==> config.mk <==
export PLATFORM = sky130hd
export DESIGN_NAME = upsampler_param_flat
export DESIGN_NICKNAME = d
export VERILOG_FILES = /design/src/rtl/upsampler_pkg.sv /design/src/rtl/upsampler_if.sv /design/src/rtl/upsampler_param_line_buffer.sv /design/src/rtl/upsampler_param.sv /design/src/flat_wrapper.sv
export SDC_FILE = /design/constraint.sdc
export NUM_CORES = 2
export LEC_CHECK = 0
export ABC_AREA = 1
export CORE_ASPECT_RATIO = 2
export CORE_MARGIN = 5
export CORE_UTILIZATION = 40
export DETAILED_ROUTE_END_ITERATION = 8
export SYNTH_ARGS = -nofsm -noshare
export SYNTH_HDL_FRONTEND = slang
export SYNTH_SLANG_ARGS = --single-unit
==> constraint.sdc <==
create_clock -name clock -period 7.3 [get_ports clock]
set_clock_uncertainty 0.1 [all_clocks]
set_input_delay 1.095 -clock clock [delete_from_list [all_inputs] [get_ports clock]]
set_output_delay 1.095 -clock clock [all_outputs]
set_load 0.02 [all_outputs]
==> src/rtl/upsampler_pkg.sv <==
// Shared types and elaboration helpers for the integer-factor pixel upsampler.
package upsampler_pkg;

   typedef enum logic {FIRST = 1'b0, REPEAT = 1'b1} state_e;
   typedef enum logic {REPLICATE = 1'b0, ZERO_STUFF = 1'b1} mode_e;

   // Bit n set means SCALE=n is supported (1, 2, 4).
   localparam logic [4:0] LEGAL_SCALE_MASK = 5'b10110;

   function automatic bit scale_legal(input int unsigned s);
      logic [2:0] w_idx;
      w_idx = s[2:0];
      return (s < 5) ? LEGAL_SCALE_MASK[w_idx] : 1'b0;
   endfunction

   function automatic int unsigned cw(input int unsigned n);
      return (n <= 1) ? 1 : $clog2(n);
   endfunction

   function automatic int unsigned scale_shift(input int unsigned s);
      return (s == 4) ? 2 : ((s == 2) ? 1 : 0);
   endfunction

endpackage

==> src/rtl/upsampler_if.sv <==
// Pixel stream bundle: input valid/ready, output valid/ready with frame markers and coordinates.
interface upsampler_if #(
   parameter int DATA_W = 8,
   parameter int ROW_W  = 10,
   parameter int COL_W  = 10
);
   logic              mode;
   logic              in_valid;
   logic [DATA_W-1:0] in_data;
   logic              in_ready;
   logic              out_valid;
   logic [DATA_W-1:0] out_data;
   logic              out_ready;
   logic              out_sof;
   logic              out_eol;
   logic [ROW_W-1:0]  out_row;
   logic [COL_W-1:0]  out_col;

   modport master (
      output mode, in_valid, in_data, out_ready,
      input  in_ready, out_valid, out_data, out_sof, out_eol, out_row, out_col
   );

   modport slave (
      input  mode, in_valid, in_data, out_ready,
      output in_ready, out_valid, out_data, out_sof, out_eol, out_row, out_col
   );
endinterface

==> src/rtl/upsampler_param_line_buffer.sv <==
// One input line of pixels: synchronous write, asynchronous read.
module line_buffer
   import upsampler_pkg::*;
#(
   parameter int DATA_W = 8,
   parameter int DEPTH  = 400,
   parameter int ADDR_W = cw(DEPTH)
) (
   input  logic              clock,
   input  logic              i_wr_en,
   input  logic [ADDR_W-1:0] i_wr_addr,
   input  logic [DATA_W-1:0] i_wr_data,
   input  logic [ADDR_W-1:0] i_rd_addr,
   output logic [DATA_W-1:0] o_rd_data
);
   logic [DATA_W-1:0] r_mem [DEPTH];

   always_ff @(posedge clock) begin
      if (i_wr_en) begin
         r_mem[i_wr_addr] <= i_wr_data;
      end
   end

   assign o_rd_data = r_mem[i_rd_addr];
endmodule

==> src/rtl/upsampler_param.sv <==
// Integer upsampler (x1/x2/x4), replicate or zero-stuff; output registered, latency 1 from input accept.
// Output register reloads only when empty or taken, so out_ready stalls freeze the whole pipeline.
module upsampler_param
   import upsampler_pkg::*;
#(
   parameter int DATA_W  = 8,
   parameter int IN_COLS = 400,
   parameter int IN_ROWS = 300,
   parameter int SCALE   = 2
) (
   input logic        clock,
   input logic        reset_n,
   upsampler_if.slave bus
);
   localparam int HP_W  = cw(SCALE);
   localparam int IC_W  = cw(IN_COLS);
   localparam int IR_W  = cw(IN_ROWS);
   localparam int ROW_W = cw(IN_ROWS * SCALE);
   localparam int COL_W = cw(IN_COLS * SCALE);
   localparam int SHIFT = scale_shift(SCALE);
   localparam logic [HP_W-1:0] HP_LAST = HP_W'(SCALE - 1);
   localparam logic [IC_W-1:0] IC_LAST = IC_W'(IN_COLS - 1);
   localparam logic [IR_W-1:0] IR_LAST = IR_W'(IN_ROWS - 1);

   if (!scale_legal(SCALE)) begin : g_bad_scale
      $error("upsampler_param: SCALE must be 1, 2 or 4");
   end

   state_e            r_state;
   mode_e             r_mode;
   logic              r_run;
   logic [HP_W-1:0]   r_hphase;
   logic [IC_W-1:0]   r_icol;
   logic [HP_W-1:0]   r_vphase;
   logic [IR_W-1:0]   r_irow;
   logic [DATA_W-1:0] r_hold;
   logic              r_out_valid;
   logic [DATA_W-1:0] r_out_data;
   logic              r_out_sof;
   logic              r_out_eol;
   logic [ROW_W-1:0]  r_out_row;
   logic [COL_W-1:0]  r_out_col;

   state_e            w_state_nxt;
   logic [HP_W-1:0]   w_hphase_nxt;
   logic [IC_W-1:0]   w_icol_nxt;
   logic [HP_W-1:0]   w_vphase_nxt;
   logic [IR_W-1:0]   w_irow_nxt;
   logic              w_advance;
   logic              w_need_in;
   logic              w_produce;
   logic              w_accept;
   logic              w_frame_start;
   logic              w_eol;
   logic [DATA_W-1:0] w_pix;
   logic [DATA_W-1:0] w_lb_rdata;
   logic [ROW_W-1:0]  w_row;
   logic [COL_W-1:0]  w_col;

   always_comb begin
      w_advance     = !r_out_valid || bus.out_ready;
      w_need_in     = (r_state == FIRST) && (r_hphase == '0);
      w_accept      = r_run && w_advance && w_need_in && bus.in_valid;
      w_produce     = r_run && w_advance && (w_need_in ? bus.in_valid : 1'b1);
      w_frame_start = (r_hphase == '0) && (r_icol == '0) && (r_vphase == '0) && (r_irow == '0);
      w_eol         = (r_icol == IC_LAST) && (r_hphase == HP_LAST);
      w_pix         = '0;
      if (r_state == FIRST) begin
         if (w_need_in) begin
            w_pix = bus.in_data;
         end else if (r_mode == REPLICATE) begin
            w_pix = r_hold;
         end
      end else if (r_mode == REPLICATE) begin
         w_pix = w_lb_rdata;
      end

      w_hphase_nxt = r_hphase;
      w_icol_nxt   = r_icol;
      w_vphase_nxt = r_vphase;
      w_irow_nxt   = r_irow;
      if (w_produce) begin
         if (r_hphase == HP_LAST) begin
            w_hphase_nxt = '0;
            if (r_icol == IC_LAST) begin
               w_icol_nxt = '0;
               if (r_vphase == HP_LAST) begin
                  w_vphase_nxt = '0;
                  w_irow_nxt   = (r_irow == IR_LAST) ? '0 : r_irow + 1'b1;
               end else begin
                  w_vphase_nxt = r_vphase + 1'b1;
               end
            end else begin
               w_icol_nxt = r_icol + 1'b1;
            end
         end else begin
            w_hphase_nxt = r_hphase + 1'b1;
         end
      end
      w_state_nxt = (w_vphase_nxt == '0) ? FIRST : REPEAT;
   end

   // SCALE is a power of two, so the output coordinate is the input index with the phase in its low bits.
   assign w_col = (COL_W'(r_icol) << SHIFT) | COL_W'(r_hphase);
   assign w_row = (ROW_W'(r_irow) << SHIFT) | ROW_W'(r_vphase);

   if (SCALE > 1) begin : g_lb
      line_buffer #(
         .DATA_W (DATA_W),
         .DEPTH  (IN_COLS)
      ) u_line_buffer (
         .clock     (clock),
         .i_wr_en   (w_accept),
         .i_wr_addr (r_icol),
         .i_wr_data (bus.in_data),
         .i_rd_addr (r_icol),
         .o_rd_data (w_lb_rdata)
      );
   end else begin : g_no_lb
      assign w_lb_rdata = '0;
   end

   always_ff @(posedge clock or negedge reset_n) begin
      if (!reset_n) begin
         r_state     <= FIRST;
         r_mode      <= REPLICATE;
         r_run       <= 1'b0;
         r_hphase    <= '0;
         r_icol      <= '0;
         r_vphase    <= '0;
         r_irow      <= '0;
         r_hold      <= '0;
         r_out_valid <= 1'b0;
         r_out_data  <= '0;
         r_out_sof   <= 1'b0;
         r_out_eol   <= 1'b0;
         r_out_row   <= '0;
         r_out_col   <= '0;
      end else begin
         r_run    <= 1'b1;
         r_state  <= w_state_nxt;
         r_hphase <= w_hphase_nxt;
         r_icol   <= w_icol_nxt;
         r_vphase <= w_vphase_nxt;
         r_irow   <= w_irow_nxt;
         if (w_accept) begin
            r_hold <= bus.in_data;
            if (w_frame_start) begin
               r_mode <= mode_e'(bus.mode);
            end
         end
         if (w_advance) begin
            r_out_valid <= w_produce;
            if (w_produce) begin
               r_out_data <= w_pix;
               r_out_sof  <= w_frame_start;
               r_out_eol  <= w_eol;
               r_out_row  <= w_row;
               r_out_col  <= w_col;
            end
         end
      end
   end

   assign bus.in_ready  = r_run && w_advance && w_need_in;
   assign bus.out_valid = r_out_valid;
   assign bus.out_data  = r_out_data;
   assign bus.out_sof   = r_out_sof;
   assign bus.out_eol   = r_out_eol;
   assign bus.out_row   = r_out_row;
   assign bus.out_col   = r_out_col;
endmodule
==> src/flat_wrapper.sv <==
// flat-port wrapper written by rule: the top's interface ports become plain ports
module upsampler_param_flat import upsampler_pkg::*;
#(
   parameter int DATA_W  = 8,
   parameter int IN_COLS = 400,
   parameter int IN_ROWS = 300,
   parameter int SCALE   = 2
)
  (clock, reset_n, bus_mode, bus_in_valid, bus_in_data, bus_out_ready, bus_in_ready, bus_out_valid, bus_out_data, bus_out_sof, bus_out_eol, bus_out_row, bus_out_col);
  upsampler_if #(.DATA_W(DATA_W)) bus_i ();
  input logic clock;
  input logic reset_n;
  input wire logic [$bits(bus_i.mode)-1:0] bus_mode;
  input wire logic [$bits(bus_i.in_valid)-1:0] bus_in_valid;
  input wire logic [$bits(bus_i.in_data)-1:0] bus_in_data;
  input wire logic [$bits(bus_i.out_ready)-1:0] bus_out_ready;
  output wire logic [$bits(bus_i.in_ready)-1:0] bus_in_ready;
  output wire logic [$bits(bus_i.out_valid)-1:0] bus_out_valid;
  output wire logic [$bits(bus_i.out_data)-1:0] bus_out_data;
  output wire logic [$bits(bus_i.out_sof)-1:0] bus_out_sof;
  output wire logic [$bits(bus_i.out_eol)-1:0] bus_out_eol;
  output wire logic [$bits(bus_i.out_row)-1:0] bus_out_row;
  output wire logic [$bits(bus_i.out_col)-1:0] bus_out_col;
  assign bus_i.mode = bus_mode;
  assign bus_i.in_valid = bus_in_valid;
  assign bus_i.in_data = bus_in_data;
  assign bus_i.out_ready = bus_out_ready;
  assign bus_in_ready = bus_i.in_ready;
  assign bus_out_valid = bus_i.out_valid;
  assign bus_out_data = bus_i.out_data;
  assign bus_out_sof = bus_i.out_sof;
  assign bus_out_eol = bus_i.out_eol;
  assign bus_out_row = bus_i.out_row;
  assign bus_out_col = bus_i.out_col;
  upsampler_param #(.DATA_W(DATA_W), .IN_COLS(IN_COLS), .IN_ROWS(IN_ROWS), .SCALE(SCALE)) u_core (.clock(clock), .reset_n(reset_n), .bus(bus_i));
endmodule
==> run_results.csv <==
group,metric,value,unit
run_status,status,"finished, final reports clean",
synth,yosysSeqAreaShare,72.7,%
synth,netlist_area,134000,µm²
critical_path,worst-path-max-fanout,181,
floorplan,design.core.area,335000,µm²
sta,holdWs,0.261,ns
critical_path,rr_worst_depth,17,
clock_network,hold_buffers,0,
sta,worstMarginPinSlew,1.21,ns
sta,fin_setup_tns,0,ns
global_routing,grtUsageTotal,22.9,%
synth,synth_seq_cells,3261,
clock_network,ctsRootBufferMaster,"clkbuf_16",
routing,wirelength,410,mm
final_layout,syn_to_final_growth,9.57,%
floorplan,initial_core_util,40.1,%
sta,grt_setup_unrepaired,"no",
clock_network,clkTransAtPathRegs,0.07,ns
critical_path,critPathKind,"reg2reg",
pwr,pwr-share-clk,27.4,%
clock_network,clock_path_buffers,4,
job,max_cap_viol_count,0,
pwr,internal_power,33.3,mW
routing,avgViaCountPerCell,5.36,
routing,wl_per_cell,25.1,µm
final_layout,utilization,43.9,%
routing,route.detailed.drc,0,
synth,syn_area_per_cell,11.2,µm²
pwr,switching_share,38.1,%
sta,final-setup-viol-count,0,
global_routing,antenna_found_initial,11,
critical_path,required,7.97,ns
floorplan,core.rowCount,301,
routing,drtAntennaViolNets,0,
global_routing,grt_pass1_wl,586,mm
clock_network,h-tree-depth,5,
sta,hold_viol,0,
pwr,switching_power,20.5,mW
place,port_buffers,44,
place,hpwl,245,mm
pwr,fin_total_pwr,53.8,mW
critical_path,cp-end-kind,"flop",
final_layout,final_layout_size_suffix_gt1_share,4.85,%
sta,fin_crit_sh,64.4,%
routing,firstDrtPassIters,6,
clock_network,clk_latency,0.90,ns
place,gp_congestion,0.917,
synth,ys_types,39,
floorplan,fp.dieH,830,µm
sta,fmax,213,MHz
hold_path,hold_path_class,"in2async",
final_layout,layout_commonest_cell,"edfxtp_1",
critical_path,r2r_end,"u_core.bus.out_data[3]$_DFFE_PN0P_",
critical_path,ff2ff_setup_slack,2.60,ns
routing,drtIter0Drc,8148,
clock_network,cts_tree,"done",
floorplan,dieWidth,420,µm
sta,maxSlewViolCount,0,
sta,relSlewSlack,19.4,%
floorplan,io_pins,45,
global_routing,grt_pass1_vias,87800,
critical_path,timing.rr.start,"u_core.r_icol[0]$_DFFE_PN0P_",
sta,fin_crit,4.70,ns
pwr,peakVddDrop,316,µV
clock_network,postCtsSetupBuffers,0,
final_layout,final_nets,11800,
synth,synthCells,12000,
global_routing,grt_max_degree,187,
clock_network,cts.sinks,3261,
pwr,p_seq_share,38.7,%
critical_path,start_kind,"flop",
clock_network,cts_buffers,271,
clock_network,post_cts_resized,0,
final_layout,final_cell_mix,"edfxtp_1, nor2_1, nand2_1",
global_routing,grt-ovfl-total,0,
pwr,cellPowerDensity,365,nW/µm²
synth,synth_warnings,0,
critical_path,crit_arrival,5.37,ns
synth,syn_nets,12000,
pwr,p_leak,51.8,nW
routing,vias,87500,
floorplan,design.die.area,348000,µm²
pwr,combPwrFrac,33.9,%
## power groups by stage
stage               sequential [mW]  clock (mW)  combinational [mW]
finish                         20.8        14.7                18.2
global route                   20.8        15.6                19.7
CTS                            20.8        14.9                18.1
detailed placement             21.2           0                18.0
global placement               21.2           0                18.1
floorplan                      21.2           0                11.5
## cell families (layout without fill, tap and decap cells)
logic type	after synthesis	count (layout)	share of synthesized area (%)
other	1	9	0.00279
and+or+nand+nor	5878	5878	16.7
DFF	3261	3261	72.7
adders and majority gates	6	6	0.0559
muxes	1	1	0.00745
xor gates and xnor gates	7	7	0.0456
AOI/OAI and AO/OA	1739	1739	6.65
buffers and inverters	1092	1035	3.83
## stage by stage
stage	std cells	cell area (µm²)	setup slack (ns)
after floorplan	12000	134000	3.79
after global placement	15900	138000	2.05
after detailed placement	15900	138000	1.95
after CTS	16300	147000	2.72
after global routing	16300	147000	2.56
final	16300	147000	2.60
## metal layers
metal	part of all wire, %	GRT usage [%]
met1	34	24.6
met2	52	41.8
met3	5.2	2.33
met4	8.2	16.0
met5	0	0
## synthesized netlist by cell type, drive strengths merged
cell | instances | area (µm²)
a211oi | 3 | 22.5
a21oi | 22 | 110
a221oi | 9 | 78.8
a41oi | 4 | 35.0
buf | 450 | 2730
clkbuf | 262 | 983
clkinv | 2 | 7.51
conb | 1 | 3.75
dfrtp | 61 | 1530
edfxtp | 3200 | 96100
ha | 6 | 75.1
inv | 378 | 1420
mux2i | 1 | 10.0
nand2 | 2765 | 10400
nand3 | 185 | 931
nand4 | 47 | 294
nor2 | 2867 | 10800
nor3 | 8 | 50.1
nor3b | 2 | 15.0
nor4 | 4 | 31.3
o211ai | 3 | 27.5
o21a | 1 | 7.51
o21ai | 1572 | 7870
o21bai | 1 | 7.51
o22ai | 124 | 776
xor2 | 7 | 61.3
## critical path, stage by stage (launching register included)
cell     delay (ns)
dfrtp_4        0.64
inv_8          0.45
buf_12         0.46
nand2_1        0.17
nand3_1        0.12
nand2_1        0.07
nand2_1        0.09
nand2_1        0.09
nor2_1         0.15
nor2_1         0.06
nor2_1         0.28
nand3_1        0.54
nand2_1        0.21
nand2_1        0.18
nand2_1        0.13
nand3_1        0.12
nand2_1        0.22
a21oi_1        0.10
## how the worst max path moves through the flow
stage | start | to | slack [ns] | depth (start not counted)
after floorplan | bus_out_ready | u_core.g_lb.u_line_buffer.r_mem[111][0]$_DFFE_PP_ | 3.79 | 8
after global placement | bus_out_ready | u_core.g_lb.u_line_buffer.r_mem[347][2]$_DFFE_PP_ | 2.05 | 8
after detailed placement | bus_out_ready | u_core.g_lb.u_line_buffer.r_mem[107][6]$_DFFE_PP_ | 1.95 | 8
after CTS | u_core.r_icol[0]$_DFFE_PN0P_ | u_core.bus.out_data[2]$_DFFE_PN0P_ | 2.72 | 17
after global routing | u_core.r_icol[0]$_DFFE_PN0P_ | u_core.bus.out_data[4]$_DFFE_PN0P_ | 2.56 | 15
final | u_core.r_icol[0]$_DFFE_PN0P_ | u_core.bus.out_data[3]$_DFFE_PN0P_ | 2.60 | 17
## registers in the layout (all words and copies together) (netlist names), 8 cells and up
signal / count
u_core.g_lb.u_line_buffer.r_mem: 3200
u_core.bus.out_col: 10
u_core.bus.out_row: 10
u_core.r_icol: 9
u_core.r_irow: 9
u_core.bus.out_data: 8
u_core.r_hold: 8
## layout make-up
type,count,area (µm²)
flip-flops and latches,3261,97600
clock buffers,323,7220
multi-input cells,7632,31800
clock inverters,147,1500
diodes,8,20.0
fillers,31200,188000
repair buffers,185,2120
well taps,4393,5500
inverters,380,1450
(Power assumes the default switching activity.)
